**src/rtl/ex_mem.sv**
```systemverilog
`default_nettype none
// ============================================================================
// ex_mem : EX->MEM pipeline register with 2-entry skid, flush and nop bubble
// Rev 1.0
// ============================================================================
module ex_mem #(
  parameter int DATA_W = 64,
  parameter int PC_W   = 64,
  parameter int INST_W = 32,
  parameter int REG_W  = 5
) (
  input  logic              clock,
  input  logic              reset,
  input  logic              flush,
  input  logic              nop,
  input  logic              ex_valid,
  output logic              ex_ready,
  output logic              mem_valid,
  input  logic              mem_ready,
  input  logic              EX_w_ena,
  input  logic [REG_W-1:0]  EX_w_addr,
  input  logic [DATA_W-1:0] EX_result,
  input  logic [DATA_W-1:0] EX_sdata,
  input  logic [2:0]        EX_memwop,
  input  logic [2:0]        EX_memrop,
  input  logic              EX_mem_ena,
  input  logic              EX_mem_wr,
  input  logic [PC_W-1:0]   EX_pc,
  input  logic [INST_W-1:0] EX_instr,
  output logic              MEM_w_ena,
  output logic [REG_W-1:0]  MEM_w_addr,
  output logic [DATA_W-1:0] MEM_result,
  output logic [DATA_W-1:0] MEM_sdata,
  output logic [2:0]        MEM_memwop,
  output logic [2:0]        MEM_memrop,
  output logic              MEM_mem_ena,
  output logic              MEM_mem_wr,
  output logic [PC_W-1:0]   MEM_pc,
  output logic [INST_W-1:0] MEM_instr
);

  localparam logic              c_N_ENA     = 1'b0;
  localparam logic [2:0]        c_MNO       = 3'b000;
  localparam logic              c_READ      = 1'b0;
  localparam logic [INST_W-1:0] c_NONE_INST = '0;

  typedef struct packed {
    logic              w_ena;
    logic [REG_W-1:0]  w_addr;
    logic [DATA_W-1:0] result;
    logic [DATA_W-1:0] sdata;
    logic [2:0]        memwop;
    logic [2:0]        memrop;
    logic              mem_ena;
    logic              mem_wr;
    logic [PC_W-1:0]   pc;
    logic [INST_W-1:0] instr;
  } payload_t;

  typedef enum logic [1:0] {
    S_EMPTY = 2'd0,
    S_FULL  = 2'd1,
    S_SKID  = 2'd2
  } state_t;

  state_t   r_state;
  payload_t r_main;
  payload_t r_skid;
  payload_t w_beat;
  payload_t w_bubble;
  logic     w_in_fire;
  logic     w_out_fire;

  // Handshake flags decode state only, so MEM never reaches back to EX combinationally.
  assign ex_ready   = (r_state != S_SKID);
  assign mem_valid  = (r_state != S_EMPTY);
  assign w_in_fire  = ex_valid & ex_ready;
  assign w_out_fire = mem_valid & mem_ready;

  always_comb begin
    w_bubble         = '0;
    w_bubble.w_ena   = c_N_ENA;
    w_bubble.memwop  = c_MNO;
    w_bubble.memrop  = c_MNO;
    w_bubble.mem_ena = c_N_ENA;
    w_bubble.mem_wr  = c_READ;
    w_bubble.instr   = c_NONE_INST;
    if (nop) begin
      w_beat = w_bubble;
    end else begin
      w_beat = '{w_ena: EX_w_ena, w_addr: EX_w_addr, result: EX_result,
                 sdata: EX_sdata, memwop: EX_memwop, memrop: EX_memrop,
                 mem_ena: EX_mem_ena, mem_wr: EX_mem_wr, pc: EX_pc,
                 instr: EX_instr};
    end
  end

  always_ff @(posedge clock or negedge reset) begin
    if (!reset) begin
      r_state <= S_EMPTY;
      r_main  <= '0;
      r_skid  <= '0;
    end else if (flush) begin
      // Killing the enables is enough: stale fields never matter once EMPTY.
      r_state        <= S_EMPTY;
      r_main.w_ena   <= c_N_ENA;
      r_main.mem_ena <= c_N_ENA;
      r_skid.w_ena   <= c_N_ENA;
      r_skid.mem_ena <= c_N_ENA;
    end else begin
      case (r_state)
        S_EMPTY: begin
          if (w_in_fire) begin
            r_main  <= w_beat;
            r_state <= S_FULL;
          end
        end
        S_FULL: begin
          if (w_in_fire && w_out_fire) begin
            r_main <= w_beat;
          end else if (w_in_fire) begin
            r_skid  <= w_beat;
            r_state <= S_SKID;
          end else if (w_out_fire) begin
            r_state <= S_EMPTY;
          end
        end
        S_SKID: begin
          if (w_out_fire) begin
            r_main  <= r_skid;
            r_state <= S_FULL;
          end
        end
        default: r_state <= S_EMPTY;
      endcase
    end
  end

  assign MEM_w_ena   = r_main.w_ena;
  assign MEM_w_addr  = r_main.w_addr;
  assign MEM_result  = r_main.result;
  assign MEM_sdata   = r_main.sdata;
  assign MEM_memwop  = r_main.memwop;
  assign MEM_memrop  = r_main.memrop;
  assign MEM_mem_ena = r_main.mem_ena;
  assign MEM_mem_wr  = r_main.mem_wr;
  assign MEM_pc      = r_main.pc;
  assign MEM_instr   = r_main.instr;

endmodule
`default_nettype wire

```
**config.mk**
```make
export PLATFORM = sky130hd
export DESIGN_NAME = ex_mem
export DESIGN_NICKNAME = d
export VERILOG_FILES = /design/src/rtl/ex_mem.sv
export SDC_FILE = /design/constraint.sdc
export NUM_CORES = 1
export LEC_CHECK = 0
export CORE_ASPECT_RATIO = 0.9
export CORE_MARGIN = 5
export CORE_UTILIZATION = 50
export DETAILED_ROUTE_END_ITERATION = 12
export PLACE_DENSITY = 0.8
export SYNTH_ARGS = -nofsm -noshare
export SYNTH_HDL_FRONTEND = slang
export SYNTH_SLANG_ARGS = --single-unit
```
**constraint.sdc**
```tcl
create_clock -name clock -period 3.5 [get_ports clock]
set_clock_uncertainty 0.2 [all_clocks]
set_input_delay 0.7 -clock clock [delete_from_list [all_inputs] [get_ports clock]]
set_output_delay 0.7 -clock clock [all_outputs]
set_load 0.02 [all_outputs]
```
### Word-level counts from Yosys, hierarchy flattened

Cells that the tools add are included.
Widths: inputs -> output; s select.

* reductions and logical operators: 12
* bitwise operators: 4
* eq/ne operators: 12
* mux-type cells: 19

Operators with widths (number)
* $mux 238: 7
* $pmux 238 s3: 1
* $mux 2: 6
* $ne 3x3->1 const B: 4
* $reduce_and 4->1: 3
* $ne 2x2->1 const B: 5
* $pmux 2 s3: 1
* $reduce_bool 2->1: 3
* $reduce_and 5->1: 1
* $mux 1: 4
* $ne 4x4->1 const B: 1
* $reduce_bool 4->1: 1
* $reduce_and 3->1: 1
* $reduce_bool 3->1: 1
* $and 1x1->1: 2
* $eq 2x1->1 const B: 1
* $eq 2x2->1 const B: 1
* $logic_not 2->1: 1
* $not 1->1: 2
* $logic_and 1x1->1: 1

* flip-flop bits (word level): 478
* input bits: 244
* output and inout port bits: 240
* word-level logic and storage cells: 68

### Logic depth before layout (Yosys ltp)

Gate-level depths: netlist of run 1.

* word-level depth: 7
* depth in mapped cells: 10
* depth with buffers taken out: 6

### Worst setup path before layout of run 1

OpenSTA, ideal clock, no wires.

* kind: register to register
* start point: register r_state[0]
* end point: register r_main, in the netlist MEM_sdata[40]
* path slack: 1095 ps
* stages on the path, launching flop included: 10
* data arrival time: 2080 ps
* library setup time: 125 ps
* period minus slack after synthesis: 2405 ps
* cells stage by stage: dfrtp_1 inv_1 ha_1 nand2b_1 o22a_1 a211oi_2 buf_4 buf_6 buf_4 mux2_2

* cells in the longest elaborated chain, start to end: 5
* elaborated cells between the ends (all ways): 14
* those cells by class: 6 x eq/ne; 1 x mux; 2 x bitwise; 5 x reduce/logical

Ends and longest elaborated chain
* start, declared: RTL line 66 `state_t r_state;`
* start signal, assigned: RTL line 100 `r_state <= S_EMPTY;`
* start signal, assigned: RTL line 105 `r_state <= S_EMPTY;`
* start signal, assigned: RTL line 115 `r_state <= S_FULL;`
* $ne 2x2->1 or $reduce_bool 2->1 (tied branches): RTL line 75, 76
* $and 1x1->1 (on tied branches): RTL line 77, 78
* $logic_and 1x1->1: RTL line 119 `if (w_in_fire && w_out_fire) begin`
* $ne 2x2->1 (no source line)
* $reduce_and 5->1 (no source line)
* end signal, assigned: RTL line 114 `r_main <= w_beat;`
* end signal, assigned: RTL line 120 `r_main <= w_beat;`
* end signal, assigned: RTL line 130 `r_main <= r_skid;`
* end, declared: RTL line 67 `payload_t r_main;`

Several ways; a longest one is shown, not always the timed one.
A chain may end at the register's enable or synchronous reset.

### Worst setup path after layout of run 1

* start point: register r_state[0]
* end point: output port ex_ready

* cells in the longest elaborated chain, start to end: 1

Ends and longest elaborated chain
* $ne 2x2->1: RTL line 75 `assign ex_ready = (r_state != S_SKID);`
* end, declared: RTL line 17 `output logic ex_ready,`

No other way between the ends.

==> results of run 1 <==
state kept, by name (all words and copies together) (netlist names):
signal,count
MEM_result,64
MEM_memwop,3
MEM_w_addr,5
MEM_mem_wr,1
MEM_w_ena,1
MEM_pc,64
MEM_memrop,3
r_skid,238
MEM_mem_ena,1
MEM_sdata,64
r_state,2
MEM_instr,32
power by group through the flow:
| stage | clock (W) | sequential [W] | combinational (W) |
|---|---|---|---|
| final | 0.00517 | 0.00926 | 0.00723 |
| after global routing | 0.00549 | 0.00952 | 0.00780 |
| after CTS | 0.00529 | 0.00924 | 0.00731 |
| after detailed placement | 0 | 0.00929 | 0.00727 |
| after global placement | 0 | 0.00917 | 0.00704 |
| after floorplan | 0 | 0.0102 | 0.00264 |
per-stage QoR:
| step | cell area (sq um) | total power, W | utilization | instances |
|---|---|---|---|---|
| after floorplan | 21300 | 0.0128 | - | 2096 |
| after global placement | 26500 | 0.0162 | 0.633 | 3004 |
| after detailed placement | 26500 | 0.0166 | 0.633 | 3004 |
| after CTS | 28100 | 0.0218 | 0.671 | 3091 |
| after global routing | 28100 | 0.0228 | 0.671 | 3091 |
| final | 28100 | 0.0217 | 0.671 | 3092 |
cells in the mapped netlist:
master    count
a211oi_1      1
a211oi_2      1
a21bo_2       1
a21oi_1       1
and3_1        1
buf_1        10
buf_2        47
buf_4        12
buf_6         7
clkbuf_1     81
dfrtp_1     478
ha_1          4
inv_1         5
mux2_1       12
mux2_2      225
mux2i_1       5
nand2_1     474
nand2b_1    240
nand3b_1      1
nor2_1        7
nor2b_1       3
o21ai_0     474
o22a_1        1
o311a_1       2
o32ai_1       1
or3_1         2
layout make-up:
| type | instances | area, sq um | share of cell area |
|---|---|---|---|
| repair buffers | 519 | 5300 | 0.188 |
| flip-flops and latches | 478 | 12000 | 0.425 |
| multi-input cells | 1456 | 8590 | 0.305 |
| well taps | 547 | 684 | 0.0243 |
| diodes | 1 | 2.50 | 0.0000889 |
| clock inverters | 13 | 169 | 0.00600 |
| inverters | 5 | 18.8 | 0.000667 |
| clock buffers | 73 | 1420 | 0.0503 |
critical path: stages, from the launching register on:
cell and delay [ps]:
dfrtp_1 410, inv_1 120, ha_4 220, inv_1 150
clkdlybuf4s50_1 700
cell families (layout without fill, tap and decap cells):
group,Yosys count,in the layout,share of synthesized area
muxes,242,242,0.128
buffers and inverters,162,610,0.0359
DFF,478,478,0.562
AOI/OAI and AO/OA,482,482,0.115
and+or+nand+nor,728,728,0.157
adders and majority gates,4,4,0.00235
other,0,1,0
how the worst min path moves through the flow:
stage                               end  cells after the start
6_report        r_skid[162]$_DFFE_PN0P_                      2
5_1_grt         r_skid[159]$_DFFE_PN0P_                      2
4_1_cts         r_skid[210]$_DFFE_PN0P_                      2
3_5_place_dp    r_skid[159]$_DFFE_PN0P_                      2
3_3_place_gp    r_skid[208]$_DFFE_PN0P_                      2
2_1_floorplan  MEM_instr[0]$_DFFE_PN0P_                      0
per-layer routing:
layer | GRT usage | up-vias | routed length, um
li1 | - | 7797 | -
met1 | 0.318 | 8028 | 23800
met2 | 0.396 | 568 | 28000
met3 | 0.0479 | 116 | 3780
met4 | 0.0814 | 2 | 1910
met5 | 0 | - | 13
==> out/summary.txt, run 1 <==
cell-internal power: 0.0145 W
synth top area cells: dfrtp_1 56%, mux2_2 12%, o21ai_0 11%
most common cell after layout, fill and taps aside: clkdlybuf4s50_1
mapped cell area: 0.0213 sq mm
post-synth top area share: 0.562
Die Ht: 206 um
Fillers: 3063
via/cell ratio: 5.34
hold_sp: r_skid[162]$_DFFE_PN0P_
CP startpoint: r_state[0]$_DFFE_PN0P_
root buffer cell: clkbuf_16
max-slew violations: 0
sequential share of power: 0.427
H-tree lvl count: 2
switching pwr: 0.00716 W
Min-Delay Path Class: reg2reg
PwrDens: 770 mW/mm^2
leading area contributor after synthesis: dfrtp_1
final hold vios: 0
PostCTS Resize Cnt: 0
leakage power: 12.1 nW
clk_lat worst skew: 560 ps
hpwl dp: 38900 um
Max Clk Rate: 326 MHz
crit path capture: ex_ready
RSZ-0062 raised after global routing: false
Worst Setup End Kind: output pin
reg2reg setup slack: 550 ps
DRT Pass-1 Iters: 5
worst-margin pin slew: 1040 ps
clock slew at reported path FFs: 60 ps
vias post-DR: 16500
pin count of the biggest net entering global routing: 235
Sw Ratio: 0.331
Critical Path RT: 2600 ps
vias in the first global route: 16900
status: finished clean
total gr overflow: 0
worst flop-to-flop path endpoint: MEM_instr[30]$_DFFE_PN0P_
PortBufs: 483
final period utilization: 0.876
Rel. slew slack: 0.304
clock group share of total power: 0.239
Distinct cells, synth: 26
starting density of the core: 0.508
flops & latches, synth: 478
startpoint types: flip-flop
num rows: 71
Post-Synthesis Cells: 2096
initial antenna violation count: 3
Avg Cell Area, Syn: 10.2 sq um
GRT Overall Usage: 0.239
# setup viols final: 0
Sink Count: 478
hold_buf cts: 1
post-route minimum period: 3070 ps
worst hold slack: 280 ps
final worst slack: 435 ps
I/O pin cnt: 484
worst r2r path cells: 8
CP Class: reg2out
worst vdd ir: 0.000492 V
layout cells sized above 1: 0.133
most frequent cells in the layout: 481 x clkdlybuf4s50_1, 478 x dfrtp_1, 474 x nand2_1, 474 x o21ai_0, 240 x nand2b_1
synth warn: 0
Layout area overhead: 32.2%
post-CTS setup buffer count: 0
die area: 0.0468 sq mm
Max-Cap Viols: 0
first-pass GRT wire length: 90500 um
die extent in x: 228 um
wire per inst: 18.6 um
CTS tree: done
Critical Path AT: 2170 ps
Post-DRT Antenna Nets: 0
post-synthesis sequential area ratio: 0.562
Core ar.: 0.0419 sq mm
TNS Setup: 0 ps
Final nets: 2756
Placement Setup Slack: 209 ps
Inserted Clock Buffers: 48
Iter 0 DRT Violations: 1165
net count after synthesis: 2344
Residual DRC: 0
Routed WL: 57500 um
worst-path fanout max: 9
GPL Wtd Cong: 0.826
Reg-to-Reg Start: r_state[0]$_DFFE_PN0P_
clk buf depth: 3
Gate power share: 0.334
Note: power is estimated with default switching activity, not from simulation.
==> run 2, diff against run 1 <==
Settings changed: HOLD_SLACK_MARGIN set to 0.08.
==> results of run 2 <==
Final layout, timing and power as in run 1 (identical DEF).
